--- src/rtl/ov7670_pixel_filter.sv ---
// OV7670 pixel-stream lens filter: two-stage pipeline between the capture write
// port and the frame buffer, with frame-latched mode and per-frame write counting.
module ov7670_pixel_filter #(
  parameter logic [7:0] THRESH = 8'd128,
  parameter int         ADDR_W = 17
) (
  input  logic              pclk,
  input  logic              reset_n,
  input  logic              vsync,
  input  logic [1:0]        mode,
  input  logic              in_we,
  input  logic [ADDR_W-1:0] in_addr,
  input  logic [15:0]       in_data,
  output logic              out_we,
  output logic [ADDR_W-1:0] out_addr,
  output logic [15:0]       out_data,
  output logic [1:0]        active_mode,
  output logic              frame_done,
  output logic [ADDR_W-1:0] pixel_count
);

  localparam logic [ADDR_W-1:0] CNT_MAX = {ADDR_W{1'b1}};

  // BT.601-style luma from RGB565, channels widened to 8 bits by bit replication
  function automatic logic [7:0] luma(input logic [15:0] px);
    logic [7:0]  r8;
    logic [7:0]  g8;
    logic [7:0]  b8;
    logic [15:0] sum;
    r8  = {px[15:11], px[15:13]};
    g8  = {px[10:5], px[10:9]};
    b8  = {px[4:0], px[4:2]};
    sum = (16'(r8) * 16'd77) + (16'(g8) * 16'd150) + (16'(b8) * 16'd29);
    return sum[15:8];
  endfunction

  logic              s1_we_q;
  logic [ADDR_W-1:0] s1_addr_q;
  logic [15:0]       s1_pix_q;
  logic [7:0]        s1_y_q;

  logic              out_we_q;
  logic [ADDR_W-1:0] out_addr_q;
  logic [15:0]       out_data_q;
  logic [15:0]       fmt_d;

  logic              vsync_q;
  logic              rise_s;
  logic [1:0]        active_mode_q;
  logic              frame_done_q;
  logic [ADDR_W-1:0] pixel_count_q;
  logic [ADDR_W-1:0] run_cnt_q;
  logic [ADDR_W-1:0] run_cnt_d;

  // Stage 1: strobe/address every cycle; pixel and luma only on a write
  always_ff @(posedge pclk or negedge reset_n) begin
    if (!reset_n) begin
      s1_we_q   <= 1'b0;
      s1_addr_q <= '0;
      s1_pix_q  <= 16'h0000;
      s1_y_q    <= 8'h00;
    end else begin
      s1_we_q   <= in_we;
      s1_addr_q <= in_addr;
      if (in_we) begin
        s1_pix_q <= in_data;
        s1_y_q   <= luma(in_data);
      end else begin
        s1_pix_q <= s1_pix_q;
        s1_y_q   <= s1_y_q;
      end
    end
  end

  // Stage 2 formatting selected by the mode latched for this frame
  always_comb begin
    fmt_d = s1_pix_q;
    case (active_mode_q)
      2'd0:    fmt_d = s1_pix_q;
      2'd1:    fmt_d = {s1_y_q[7:3], s1_y_q[7:2], s1_y_q[7:3]};
      2'd2:    fmt_d = ~s1_pix_q;
      2'd3:    fmt_d = (s1_y_q >= THRESH) ? 16'hFFFF : 16'h0000;
      default: fmt_d = s1_pix_q;
    endcase
  end

  // Stage 2 output registers; data holds while no write is emitted
  always_ff @(posedge pclk or negedge reset_n) begin
    if (!reset_n) begin
      out_we_q   <= 1'b0;
      out_addr_q <= '0;
      out_data_q <= 16'h0000;
    end else begin
      out_we_q   <= s1_we_q;
      out_addr_q <= s1_addr_q;
      if (s1_we_q) begin
        out_data_q <= fmt_d;
      end else begin
        out_data_q <= out_data_q;
      end
    end
  end

  assign rise_s = vsync & ~vsync_q;

  // Running count including any write emitted this cycle, saturating
  always_comb begin
    run_cnt_d = run_cnt_q;
    if (out_we_q && (run_cnt_q != CNT_MAX)) begin
      run_cnt_d = run_cnt_q + {{(ADDR_W-1){1'b0}}, 1'b1};
    end else begin
      run_cnt_d = run_cnt_q;
    end
  end

  // Frame close on vsync rise: latch mode, publish count, pulse done
  always_ff @(posedge pclk or negedge reset_n) begin
    if (!reset_n) begin
      vsync_q       <= 1'b0;
      active_mode_q <= 2'd0;
      frame_done_q  <= 1'b0;
      pixel_count_q <= '0;
      run_cnt_q     <= '0;
    end else begin
      vsync_q      <= vsync;
      frame_done_q <= rise_s;
      if (rise_s) begin
        active_mode_q <= mode;
        pixel_count_q <= run_cnt_d;
        run_cnt_q     <= '0;
      end else begin
        active_mode_q <= active_mode_q;
        pixel_count_q <= pixel_count_q;
        run_cnt_q     <= run_cnt_d;
      end
    end
  end

  assign out_we      = out_we_q;
  assign out_addr    = out_addr_q;
  assign out_data    = out_data_q;
  assign active_mode = active_mode_q;
  assign frame_done  = frame_done_q;
  assign pixel_count = pixel_count_q;

endmodule

--- config.mk ---
export PLATFORM = sky130hd
export DESIGN_NAME = ov7670_pixel_filter
export DESIGN_NICKNAME = d
export VERILOG_FILES = /design/src/rtl/ov7670_pixel_filter.sv
export SDC_FILE = /design/constraint.sdc
export NUM_CORES = 1
export LEC_CHECK = 0
export ABC_AREA = 0
export BUFFER_PORTS_ARGS = -buffer_cell sky130_fd_sc_hd__buf_2
export CAP_MARGIN = 15
export CORE_MARGIN = 1
export CORE_UTILIZATION = 55
export DETAILED_ROUTE_END_ITERATION = 8
export GPL_ROUTABILITY_DRIVEN = 0
export PLACE_DENSITY = 0.77
export SYNTH_ARGS = -nofsm -noshare
export SYNTH_HDL_FRONTEND = slang
export SYNTH_SLANG_ARGS = --single-unit
export TNS_END_PERCENT = 100
--- constraint.sdc ---
create_clock -name pclk -period 2.72 [get_ports pclk]
set_input_delay 0.544 -clock pclk [delete_from_list [all_inputs] [get_ports pclk]]
set_output_delay 0.544 -clock pclk [all_outputs]
set_load 0.01 [all_outputs]
## Word-level counts from Yosys, hierarchy flattened

Cells that the tools add are included.

| operators by class | value |
|---|---|
| add/sub/neg operators | 3 |
| multiply operators | 3 |
| order comparisons | 1 |
| equality and inequality tests | 4 |
| muxes and demuxes | 4 |
| bitwise operators | 3 |
| reduce and logical (&&, ||, !) cells | 2 |

Operators with widths:

| operator | count |
|---|---|
| one-hot mux 16 bit (4 select lines) | 1 |
| two-way mux 17 bit | 2 |
| multiplier 8 x 7 -> 15 bit, second input constant | 2 |
| adder 17 x 1 -> 17 bit, second input constant | 1 |
| inequality test 17 bit, second input constant | 1 |
| adder 15 x 16 -> 16 bit | 1 |
| adder 16 x 13 -> 16 bit | 1 |
| two-way mux 16 bit | 1 |
| NOT 16 bit | 1 |
| multiplier 8 x 5 -> 13 bit, second input constant | 1 |
| >= comparator 8 bit, second input constant | 1 |
| equality test 2 bit, second input constant | 2 |
| equality test 2 x 1 -> 1 bit, second input constant | 1 |
| zero test 2 bit | 1 |
| bitwise AND 1 bit | 1 |
| logical AND 1 bit | 1 |
| NOT 1 bit | 1 |

| word-level totals | value |
|---|---|
| flip-flop bits (word level) | 114 |
| input bits | 39 |
| output and inout port bits | 54 |
| word-level logic and storage cells | 32 |

## Depth between registers and ports, before layout

| depth | value |
|---|---|
| depth in word-level cells | 4 |
| mapped depth | 25 |
| gate-level depth less buffers | 25 |

## Worst setup path after synthesis

Ideal clock, no wire load.

| timing path | value |
|---|---|
| path type | in2reg |
| from | input in_data[7] |
| to | register s1_y_q[7] |
| setup time | 0.080 ns |
| arrival time | 6.396 ns |
| required time | 2.640 ns |
| path slack | -3.756 ns |
| stages on the path | 23 |
| path buffers | 0 |
| path through | ha_1 ha_1 inv_1 fa_1 inv_1 fa_1 ha_1 nor2b_1 a311oi_1 xnor2_1 ha_1 fa_1 inv_1 fa_1 inv_1 fa_1 ha_1 nor2b_1 a211oi_2 nor2_2 a2111oi_4 xnor3_1 mux2i_1 |

| on the way | value |
|---|---|
| longest elaborated chain between the ends | 3 |

Ends and longest elaborated chain:

| element | RTL line | text |
|---|---|---|
| from (decl) | 13 | `input logic [15:0] in_data,` |
| multiplier 8 x 7 -> 15 bit | 33 | `sum = (16'(r8) * 16'd77) + (16'(g8) * 16'd150) + (16'(b8) * 16'd29);` |
| adder 15 x 16 -> 16 bit | 33 |  |
| adder 16 x 13 -> 16 bit | 33 |  |
| to (signal assigned) | 67 | `s1_y_q <= luma(in_data);` |
| to (signal assigned) | 70 | `s1_y_q <= s1_y_q;` |
| to (decl) | 40 | `logic [7:0] s1_y_q;` |

Every way passes these cells.
A chain may end at the register's enable or synchronous reset.

## Final worst setup path

Same ends and word-level chain as after synthesis.

==> summary.md <==
| Metric | Value |
|---|---|
| Worst-path cell chain | `buf_8 -> ha_4 -> ha_4 -> inv_2 -> fa_1 -> inv_1 -> fa_1 -> ha_4 -> buf_4 -> xnor2_2 -> fa_1 -> fa_1 -> fa_1 -> inv_1 -> fa_1 -> ha_1 -> a21oi_1 -> nor2b_1 -> a211oi_2 -> buf_4 -> nor2_2 -> a2111oi_4 -> xnor3_1 -> mux2i_1` |
| Starting DRT DRC Count | `294` |
| # DRC | `0` |
| R2r setup slk | `170 ps` |
| Worst Slack Setup Final | `-3260 ps` |
| Worst-path maximum fanout | `4` |
| Core footprint | `12600 sq um` |
| Clock transition at path regs | `70 ps` |
| Yosys top cell by area | `dfrtp_1` |
| Gr ovfl total | `0` |
| Hold-fix buffers at CTS | `0` |
| Leakage | `4.45 nW` |
| Max Freq | `0.167 GHz` |
| Crit-path slowest cell | `fa_1` |
| Rows | `41` |
| H-tree Lvls | `3` |
| # fillers | `937` |
| Worst slew pin tran | `790 ps` |
| First-pass GRT wire length | `24.9 mm` |
| Nets@finish | `969` |
| Period utilization | `2.20` |
| Critical Path Sink Type | `flop` |
| DIE HEIGHT | `116 um` |
| CTS root buf | `clkbuf_16` |
| Post-Route Setup TNS | `-19070 ps` |
| Syn_nets | `817` |
| Worst Path Arrival | `6240 ps` |
| Crit path top cell by count | `fa_1` |
| TritonCTS clock tree | `yes` |
| Boundary Pins | `93` |
| Crit path buf inv count | `6` |
| Num CTS Buffers | `9` |
| Initial antenna violation count | `0` |
| Clock Tree Buf Depth | `2` |
| Synth top area cells | `dfrtp_1 (39%), fa_1 (15%), ha_1 (15%), inv_1 (5.8%), o21ai_0 (3.8%)` |
| Gate count of the mapped netlist | `639` |
| HPWL Detailed | `11.9 mm` |
| Worst slew margin | `0.473` |
| Starting density of the core | `0.562` |
| CP max stage delay | `540 ps` |
| Clock Latency Late Sink | `340 ps` |
| Final Power | `10.8 mW` |
| Pwr Density | `1250 nW/um^2` |
| Failing checks | `setup timing` |
| Crit path time final | `5980 ps` |
| Sequential-to-total area share from yosys stat | `0.395` |
| VDD IR max | `1120 uV` |
| #FFs+latches synth | `112` |
| Critical path class | `primary input to flop` |
| Vias per inst | `5.21` |
| CP required | `2980 ps` |
| # diodes | `0` |
| Pins Over Slew Limit | `0` |
| Distinct cells, synth | `38` |
| Top delay family on crit path | `adder cells` |
| Final setup vio count | `6` |
| WHS | `163 ps` |
| Total Die Area | `13400 sq um` |
| Total wire length | `15.1 mm` |
| Die Span X | `116 um` |
| Cell area after synthesis | `7100 sq um` |
| Syn. warnings | `0` |
| Hold Crit Class | `primary input to async pin` |
| Vias | `5036` |
| Global router's overall resource usage | `0.243` |
| Share of cells above drive strength 1 | `0.272` |
| Final ANT Viol Nets | `0` |
| Crit start category | `primary input` |
| P&R area growth vs syn | `22.2%` |
| Top cell type's share of synthesized area | `0.395` |
| Largest net degree at the start of global routing | `75` |
| Final hold violations | `0` |
| Avg WL per Cell | `15.6 um` |
| RSZ-0062 raised after global routing | `yes` |
| IO Port Bufs | `92` |
| Syn_area_per_cell | `11.1 sq um` |
| Total iterations of the first detailed-routing run | `4` |
| Vias in the first global route | `5289` |
| Clock Sinks | `112` |
| Clk_skew | `6.39 ps` |
| Max Cap Violations | `0` |
| Outcome | `complete, but fails checks` |
-- routing by layer --
layer | global-route usage | wire length [um]
met5 | 0 | 0
met4 | 0.0779 | 290
met3 | 0.0481 | 608
met2 | 0.423 | 7880
met1 | 0.304 | 6280
-- flip-flops by register name, indices dropped and copies added, names as in the netlist, 2 cells and up --
signal and count:
active_mode 2, out_addr 17, out_data 16, pixel_count 17, run_cnt_q 17, s1_addr_q 17, s1_pix_q 16, s1_y_q 6
-- cell type report --
class                   instances  area [sq um]  area share
multi-input cells             400          3950       0.455
flip-flops and latches        112          2800       0.323
repair buffers                159           998       0.115
inverters                     109           409      0.0472
clock buffers                  11           243      0.0280
well taps                     172           215      0.0248
clock inverters                 4          55.1     0.00635
-- path summary, 6_finish.rpt --
check                                  end  depth (start not counted)         start
setup / recovery                 s1_y_q[7]                         24    in_data[7]
hold / removal                 out_data[0]                          1       reset_n
setup reg to reg           pixel_count[12]                         10  run_cnt_q[0]
hold reg to reg                out_addr[5]                          0  s1_addr_q[5]
max in group asynchronous     out_addr[12]                          2       reset_n
min in group pclk             s1_addr_q[7]                          1    in_addr[7]
-- metrics by stage --
stage / instance area [sq um] / util / setup WS, ps / cells
global placement: 8280 / 0.656 / -3600 / 950
floorplan: 7170 / - / -3370 / 639
finish: 8670 / 0.687 / -3260 / 967
CTS: 8620 / 0.683 / -3240 / 965
detailed placement: 8280 / 0.656 / -3680 / 950
global route: 8670 / 0.687 / -3540 / 967
-- power breakdown --
group          switching (mW)  total (mW)  internal (mW)
clock network           0.563        1.30          0.737
registers               0.136        2.03           1.90
logic                    3.53        7.51           3.98
-- cells by family after synthesis --
family	Yosys count	share of synthesized area
AO/OA/AOI/OAI	96	0.0852
flip-flops	112	0.395
adder cells (fa/ha/maj)	139	0.302
AND/OR/NAND/NOR	106	0.0674
XOR/XNOR	34	0.0439
buffers and inverters	127	0.0672
multiplexers	25	0.0391
-- cell usage in the layout (no fill, tap or decap), drive strengths merged, types with 6 or more instances in the layout --
cell type	n
a21oi	10
nand2	32
nor2	36
xnor2	20
fa	54
dfrtp	112
o311ai	12
ha	85
xor2	13
mux2	22
nor2b	6
clkbuf	11
buf	159
inv	109
nand3	10
o21ai	55
-- worst register-to-register path, cell delays in order (launching register included) --
cell and delay, ps:
dfrtp_1 430, ha_1 240, nand4_1 110, nor4_1 50, ha_1 180, nor2b_1 250, nand2_1 150, or3_1 430
nor3_1 250, xnor2_1 200, o21ai_0 130
-- timing repair --
item                                    in CTS  in global routing
gates cloned                                 0                  0
gates resized for setup                     11                  7
endpoints found under the setup margin       6                  6
setup buffers                                1                  2
pin swaps                                   11                 11
-- cell usage after synthesis (all sizes together) --
cell     number
a2111oi       2
a211oi        1
a21o          4
a21oi        10
a311oi        1
a31oi         3
and2          1
and3          3
clkbuf       18
dfrtp       112
fa           54
ha           85
inv         109
mux2         22
mux2i         3
nand2        32
nand2b        4
nand3        10
nand4         4
nor2         36
nor2b         6
nor3          4
nor4          2
o211ai        3
o21a          2
o21ai        55
o21bai        1
o311ai       12
o31ai         1
o41ai         1
or2           2
or3           2
xnor2        20
xnor3         1
xor2         13
Note: power is estimated with default switching activity, not from simulation.
